**config.mk**
```make
export PLATFORM = sky130hd
export DESIGN_NAME = dcache_direct
export DESIGN_NICKNAME = d
export VERILOG_FILES = /design/src/rtl/dcache_direct.sv
export SDC_FILE = /design/constraint.sdc
export NUM_CORES = 1
export LEC_CHECK = 0
export CAP_MARGIN = 20
export CORE_MARGIN = 4
export CORE_UTILIZATION = 60
export DETAILED_ROUTE_END_ITERATION = 8
export GPL_ROUTABILITY_DRIVEN = 0
export PLACE_DENSITY = 0.79
export SLEW_MARGIN = 0
export SYNTH_ARGS = -nofsm -noshare
export SYNTH_HDL_FRONTEND = slang
export SYNTH_SLANG_ARGS = --single-unit
```
**constraint.sdc**
```tcl
create_clock -name clk -period 9.05 [get_ports clk]
set_clock_uncertainty 0.1 [all_clocks]
set_input_delay 0.905 -clock clk [delete_from_list [all_inputs] [get_ports clk]]
set_output_delay 0.905 -clock clk [all_outputs]
set_load 0.05 [all_outputs]
```
**src/rtl/dcache_direct.sv**
```systemverilog
// dcache_direct - direct-mapped, write-through, no-write-allocate data cache
// that sits between the pipeline MEM stage and a multi-cycle data memory.
// Lines are one word long, and only one memory request is outstanding at a time.
//
// Ports:
//   clk, reset          system clock; asynchronous active-high reset
//   read, write         pipeline load / store requests (sampled only in IDLE)
//   address             byte address; bits [1:0] ignored
//   write_data          store data
//   read_data           load data, valid when read=1 and stall=0
//   stall               freezes the pipeline while a miss is in progress
//   mem_read/mem_write  requests to data memory
//   mem_address         address to data memory
//   mem_write_data      store data to data memory
//   mem_read_data       fill data from data memory
//   mem_stall           data memory busy
//   hit_count, miss_count, write_count
//                       saturating event counters, present only when the
//                       DCACHE_STATS_EN macro is defined
//
// state     | meaning
// ----------+---------------------------------------------------------
// IDLE      | serve hits and write-throughs; launch a read miss
// MISS_WAIT | hold mem_read until memory has stalled and then released
// FILL      | one cycle presenting the filled word to the pipeline

module dcache_direct #(
   parameter int INDEX_BITS = 4,
   localparam int TAG_BITS  = 30 - INDEX_BITS,
   localparam int LINES     = 1 << INDEX_BITS
) (
   input  logic        clk,
   input  logic        reset,
   input  logic        read,
   input  logic        write,
   input  logic [31:0] address,
   input  logic [31:0] write_data,
   output logic [31:0] read_data,
   output logic        stall,
   output logic        mem_read,
   output logic        mem_write,
   output logic [31:0] mem_address,
   output logic [31:0] mem_write_data,
   input  logic [31:0] mem_read_data,
   input  logic        mem_stall
`ifdef DCACHE_STATS_EN
   ,
   output logic [31:0] hit_count,
   output logic [31:0] miss_count,
   output logic [31:0] write_count
`endif
);

   typedef enum logic [1:0] {IDLE, MISS_WAIT, FILL} state_t;

   state_t                state_q;
   logic [LINES-1:0]      valid_q;
   logic [TAG_BITS-1:0]   tag_q  [LINES];
   logic [31:0]           data_q [LINES];
   logic [31:0]           miss_addr_q;
   logic [31:0]           fill_data_q;
   logic [31:0]           hold_q;
   logic                  seen_stall_q;

   logic [INDEX_BITS-1:0] idx;
   logic [TAG_BITS-1:0]   addr_tag;
   logic [INDEX_BITS-1:0] miss_idx;
   logic [TAG_BITS-1:0]   miss_tag;
   logic                  hit;
   logic                  in_idle;
   logic                  do_write;
   logic                  do_read;
   logic                  read_hit;
   logic                  read_miss;
   logic                  fill_now;
   logic                  unused_addr_bits;

   assign idx              = address[INDEX_BITS+1:2];
   assign addr_tag         = address[31:INDEX_BITS+2];
   assign miss_idx         = miss_addr_q[INDEX_BITS+1:2];
   assign miss_tag         = miss_addr_q[31:INDEX_BITS+2];
   assign unused_addr_bits = ^address[1:0];

   assign hit = valid_q[idx] && (tag_q[idx] == addr_tag);

   // Gating with reset keeps every request output low while reset is held,
   // even if the pipeline is still presenting a request.
   assign in_idle   = (state_q == IDLE) && !reset;
   assign do_write  = in_idle && write;
   assign do_read   = in_idle && read && !write;
   assign read_hit  = do_read && hit;
   assign read_miss = do_read && !hit;

   // Memory must have shown mem_stall at least once before a low mem_stall
   // means the data is there; the first MISS_WAIT cycle precedes any response.
   assign fill_now = (state_q == MISS_WAIT) && !mem_stall && seen_stall_q;

   always_comb begin
      stall          = read_miss || (state_q == MISS_WAIT);
      mem_read       = stall;
      mem_write      = do_write;
      mem_write_data = do_write ? write_data : '0;
      if (do_write || read_miss)
         mem_address = address;
      else if (state_q == MISS_WAIT)
         mem_address = miss_addr_q;
      else
         mem_address = '0;
      if (read_hit)
         read_data = data_q[idx];
      else if (state_q == FILL)
         read_data = fill_data_q;
      else
         read_data = hold_q;
   end

   always_ff @(posedge clk or posedge reset) begin
      if (reset) begin
         state_q      <= IDLE;
         valid_q      <= '0;
         seen_stall_q <= 1'b0;
         miss_addr_q  <= '0;
         fill_data_q  <= '0;
         hold_q       <= '0;
      end else begin
         if (read_hit || state_q == FILL)
            hold_q <= read_data;
         case (state_q)
            IDLE: begin
               if (read_miss) begin
                  miss_addr_q  <= address;
                  seen_stall_q <= 1'b0;
                  state_q      <= MISS_WAIT;
               end
            end
            MISS_WAIT: begin
               if (mem_stall) begin
                  seen_stall_q <= 1'b1;
               end else if (seen_stall_q) begin
                  fill_data_q       <= mem_read_data;
                  valid_q[miss_idx] <= 1'b1;
                  state_q           <= FILL;
               end
            end
            FILL:    state_q <= IDLE;
            default: state_q <= IDLE;
         endcase
      end
   end

   // Tag and data arrays need no reset; valid_q alone qualifies them.
   always_ff @(posedge clk) begin
      if (do_write && hit)
         data_q[idx] <= write_data;
      if (fill_now) begin
         data_q[miss_idx] <= mem_read_data;
         tag_q[miss_idx]  <= miss_tag;
      end
   end

`ifdef DCACHE_STATS_EN
   always_ff @(posedge clk or posedge reset) begin
      if (reset) begin
         hit_count   <= '0;
         miss_count  <= '0;
         write_count <= '0;
      end else begin
         if (read_hit && hit_count != 32'hFFFF_FFFF)
            hit_count <= hit_count + 32'd1;
         if (read_miss && miss_count != 32'hFFFF_FFFF)
            miss_count <= miss_count + 32'd1;
         if (do_write && write_count != 32'hFFFF_FFFF)
            write_count <= write_count + 32'd1;
      end
   end
`endif

endmodule
```
## After elaboration in Yosys (flattened, before gate mapping)

Memories as Yosys holds them, arrays and structs flattened.
Cells that the tools add are included.

- Register bits after elaboration: 115
- RAM bits: 928
- Bits of input ports: 101
- Output and inout port bits: 99
- Logic and storage cells: 68
- Memories kept: 2

Memory list:

| memory | depth | width | rd ports | clocked after Yosys merged registers in | write ports | RTL line | text |
|---|---|---|---|---|---|---|---|
| data_q | 16 | 32 | 1 | 0 | 1 | 59 | `logic [31:0] data_q [LINES];` |
| tag_q | 16 | 26 | 1 | 0 | 1 | 58 | `logic [TAG_BITS-1:0] tag_q [LINES];` |

- Magnitude comparators: 3
- Equality and inequality tests: 7
- Mux-type cells: 23
- Bitwise gates (word level): 2
- Reduce and logical (&&, ||, !) cells: 25

Operator list:

| kind | count |
|---|---|
| $mux W32 | 6 |
| $reduce_or A32 Y1 | 1 |
| $eq A26 B26 Y1 | 1 |
| $or A16 B16 Y16 | 1 |
| $logic_and A1 B1 Y1 | 11 |
| $lt A4 B5 Y1 const B | 2 |
| $mux W1 | 9 |
| $reduce_and A3 Y1 | 3 |
| $ne A2 B2 Y1 const B | 4 |
| $mux W2 | 3 |
| $bmux W1 S4 | 1 |
| $demux W1 S4 | 1 |
| $ge A4 B1 Y1 const B | 1 |
| $logic_not A1 Y1 | 4 |
| $mux W4 | 1 |
| $pmux W2 S2 | 1 |
| $logic_or A1 B1 Y1 | 3 |
| $eq A2 B1 Y1 const B | 1 |
| $eq A2 B2 Y1 const B | 1 |
| $logic_not A2 Y1 | 1 |
| $pmux W1 S2 | 1 |
| $reduce_and A2 Y1 | 1 |
| $reduce_bool A2 Y1 | 1 |
| $not A1 Y1 | 1 |

## Longest topological paths before layout

- Word-level depth: 7
- Mapped depth: 14
- Mapped depth without buffers: 8

## Worst setup path before layout

No wires, ideal clock.

- Path type: input -> output
- From: input address[2]
- To: output mem_address[10]
- Arrival: 4.214 ns
- Data required time: 8.045 ns
- Slack: 3.831 ns
- Cell stages on the path: 10
- Path buffers: 4
- Path through: buf_6 -> buf_6 -> mux4_2 -> mux4_2 -> nand4_1 -> and4bb_2 -> a21bo_4 -> buf_6 -> buf_2 -> o21ai_0

- Word-level cells in the longest chain between the ends: 7
- Elaborated cells between the ends (all ways): 9
- Classes of those cells: eq/ne (1); mux (3); reduce/logical (4); memory (1)

RTL lines:

| what | RTL line | text |
|---|---|---|
| from (decl) | 36 | `input logic [31:0] address,` |
| $mem_v2 Z16 W26 or $bmux W1 S4 (tied branches) | - |  |
| $eq A26 B26 Y1 or $mux W1 (tied branches) | 84 | `assign hit = valid_q[idx] && (tag_q[idx] == addr_tag);` |
| $logic_and A1 B1 Y1 * | 84 |  |
| $logic_not A1 Y1 * | 92 | `assign read_miss = do_read && !hit;` |
| $logic_and A1 B1 Y1 * | 92 |  |
| $logic_or A1 B1 Y1 * | 103 | `if (do_write \|\| read_miss)` |
| $mux W32 * | 103 |  |
| to (decl) | 42 | `output logic [31:0] mem_address,` |

Every way passes the cells marked *; elsewhere a longest branch is shown, timed or not. The select of a mux whose other input is x is not followed.

## Final worst setup path

- From: input address[3]
- To: output read_data[31]

- Word-level cells in the longest chain between the ends: 5
- Elaborated cells between the ends (all ways): 8
- Classes of those cells: eq/ne (1); mux (3); reduce/logical (2); memory (2)

RTL lines:

| what | RTL line | text |
|---|---|---|
| $mem_v2 Z16 W26 or $bmux W1 S4 (tied branches) | - |  |
| $eq A26 B26 Y1 or $mux W1 (tied branches) | 84 |  |
| $logic_and A1 B1 Y1 | 84 |  |
| $logic_and A1 B1 Y1 | 91 | `assign read_hit = do_read && hit;` |
| $mux W32 * | 109 | `if (read_hit)` |
| to (decl) | 38 | `output logic [31:0] read_data,` |

Marked as above.

==> run summary <==
Status -> complete, no violations
Mean routed wirelength per cell -> 31.4 um
I/O pin count -> 200
Vias in the first global route -> 23400
Global-route wire length before repair -> 156 mm
Worst reg-to-reg setup slack -> 4.30 ns
Initial antenna violation count -> 1
Crit path DAT -> 6.38 ns
Post-synth EDFFs -> 928
HPWL Detailed -> 57.1 mm
HP Class -> reg2reg
RSZ-0062 raised after global routing -> no
Sequential share of the synthesized area -> 73.0%
Number of fill cells in the layout -> 3947
Hold Buf Count CTS -> 0
Final setup fails -> 0
Setup Crit Path Kind -> in2out
Diodes inserted -> 0
Hold EP -> valid_q[14]
Worst R2R Start -> state_q[0]
GRT Residual Overflow -> 0
Area Growth Syn to Fin -> 15.9%
FF-to-FF End -> data_q[11][13]
H-Tree Level Count -> 3
Final Hold Viols -> 0
# port buffers -> 199
Setup repair bufs after CTS -> 0
Fin cells -> 3393
Leading cell type in the layout, fill and taps excluded -> edfxtp_1
Slew margin rel. -> 29.3%
Largest net degree at the start of global routing -> 92
Asr flop ratio synth -> 11.0%
Tightest Pin Transition -> 1.06 ns
CP required -> 8.05 ns
Fmax -> 135 MHz
Leakage -> 16.7 nW
DRT antenna net count -> 0
DR pass1 iterations -> 5
Minimum clock period after layout -> 7.38 ns
MaxCap Viol Count -> 0
CTS resizes -> 0
CTS sink cnt -> 1043
Chip width -> 273 um
Global-route usage over all layers -> 28.9%
Initial drt markers -> 2983
DR vias/cell -> 6.65
Synth Register Bits -> 1043
CP Launch Type -> primary input
Final Cycle Share -> 81.6%
Row cnt -> 96
Worst Hold Launch -> valid_q[14]
Syn Std Cell Area -> 42100 um2
Worst-case reg-to-reg path depth -> 7
Count of cell types in the netlist -> 60
Via count -> 22600
Yosys warns -> 0
CTS clock-pin slew for the worst setup and hold paths -> 0.06 ns
Placed Instances -> 3204
TritonCTS buffer count -> 99
Total power draw -> 12.8 mW
Worst-case vdd ir drop -> 0.234 mV
Syn_area_per_cell -> 19.7 um2
Root Driver -> clkbuf_16
Most frequent cells in the layout -> 928 x edfxtp_1, 244 x mux4_2, 196 x clkdlybuf4s50_1
Mapped Nets -> 2239
Cells after Synth -> 2138
Power per Cell Area -> 261 nW/um2
Max Slew Vio Count -> 0
Share of cells above drive strength 1 -> 26.1%
Nets -> 2477
Hold Path Depth -> 1
Max FO, Critical Path -> 68
Routed wire length -> 107 mm
Starting Density -> 61.0%
Clock buffer depth -> 3
DIE HEIGHT -> 273 um
Die ar. -> 74500 um2
Synth Flop Type -> edfxtp_1
CP endpoint kind -> output port
Total negative slack -> 0 ns
Core area -> 69100 um2
CTS tree -> built
DRC Markers -> 0
Worst skew pair latency -> 0.66 ns
## worst max-delay path: stages
cell	delay (ns)
buf_6	0.60
buf_4	0.80
mux4_2	0.59
mux2i_1	0.24
o2111ai_1	0.14
a21oi_1	0.26
o2111a_2	0.32
nor4b_4	0.27
buf_4	0.78
mux2_2	0.43
clkdlybuf4s50_1	0.72
## cells by family (layout without fill, tap and decap cells)
kind of cell | Yosys count | in the layout | share of synthesized area (%)
DFF | 1043 | 1043 | 73.0
xor gates and xnor gates | 45 | 45 | 0.935
buffers and inverters | 152 | 476 | 1.92
muxes | 456 | 456 | 18.5
AOI/OAI and AO/OA | 146 | 146 | 2.37
and+or+nand+nor | 296 | 296 | 3.28
## registers in the layout (all words and copies together) (netlist names)
signal        cells
seen_stall_q      1
hold_q           32
fill_data_q      32
tag_q           416
miss_addr_q      32
data_q          512
state_q           2
valid_q          16
## per-layer routing
metal	track usage (%)	share of wire (%)
met3	7.01	11
met2	47.4	50
met1	38.7	36
met5	0	0
met4	10.0	3.8
## report_power, final
group          internal (mW)  switching [mW]  leakage, nW
sequential              5.93           0.386         9.79
clock                   2.55            1.77         1.69
combinational          0.786            1.34         5.19
total                   9.27            3.49         16.7
## synthesized netlist by cell type (all sizes together), types with 2 or more instances
library cell | instances | area share (%)
a21oi | 21 | 0.25
xnor2 | 45 | 0.94
and2 | 3 | 0.045
and3 | 34 | 0.50
dfrtp | 115 | 6.8
nor4 | 3 | 0.045
o211ai | 2 | 0.036
nor3 | 8 | 0.095
nand2 | 169 | 1.5
nand3 | 4 | 0.048
o2111ai | 2 | 0.042
o22ai | 4 | 0.059
nor2 | 29 | 0.26
a31oi | 5 | 0.074
mux2 | 135 | 3.7
edfxtp | 928 | 66
a221oi | 3 | 0.062
a22o | 11 | 0.23
or3 | 3 | 0.045
nor4b | 2 | 0.092
o21ai | 37 | 0.44
a211oi | 5 | 0.089
nor2b | 9 | 0.13
clkbuf | 54 | 0.48
mux2i | 77 | 1.8
nand2b | 4 | 0.059
clkinv | 3 | 0.039
inv | 31 | 0.28
nand4 | 7 | 0.10
a22oi | 44 | 0.80
mux4 | 244 | 13
buf | 64 | 1.1
or2 | 17 | 0.25
## layout make-up
cell class | instances | area (um2) | area share, %
Multi-Input combinational cell | 943 | 10900 | 22.3
Clock inverter | 45 | 553 | 1.13
Clock buffer | 142 | 2900 | 5.94
Tap cell | 931 | 1160 | 2.38
Sequential cell | 1043 | 30700 | 62.9
Inverter | 34 | 139 | 0.284
Timing Repair Buffer | 255 | 2440 | 4.99
## worst max-delay path by stage
stage                           from               to  slack (ns)  depth (start not counted)
after floorplan           address[2]  mem_address[10]        3.83                         10
after global placement    address[3]    read_data[21]        2.00                         11
after detailed placement  address[3]    read_data[18]        1.87                         11
after CTS                 address[3]    read_data[31]        1.83                         11
after global routing      address[2]    read_data[31]        1.47                         12
final                     address[3]    read_data[31]        1.67                         11
## per-stage QoR
stage	area [um2]	utilization (%)	hold slack [ns]	setup slack [ns]
after detailed placement	45400	65.7	0.352	1.87
final	48900	70.7	0.365	1.67
after CTS	48800	70.7	0.367	1.83
after global placement	45300	65.7	0.345	2.00
after floorplan	42100	-	0.334	3.83
after global routing	48900	70.7	0.374	1.47
(Power assumes the default switching activity.)
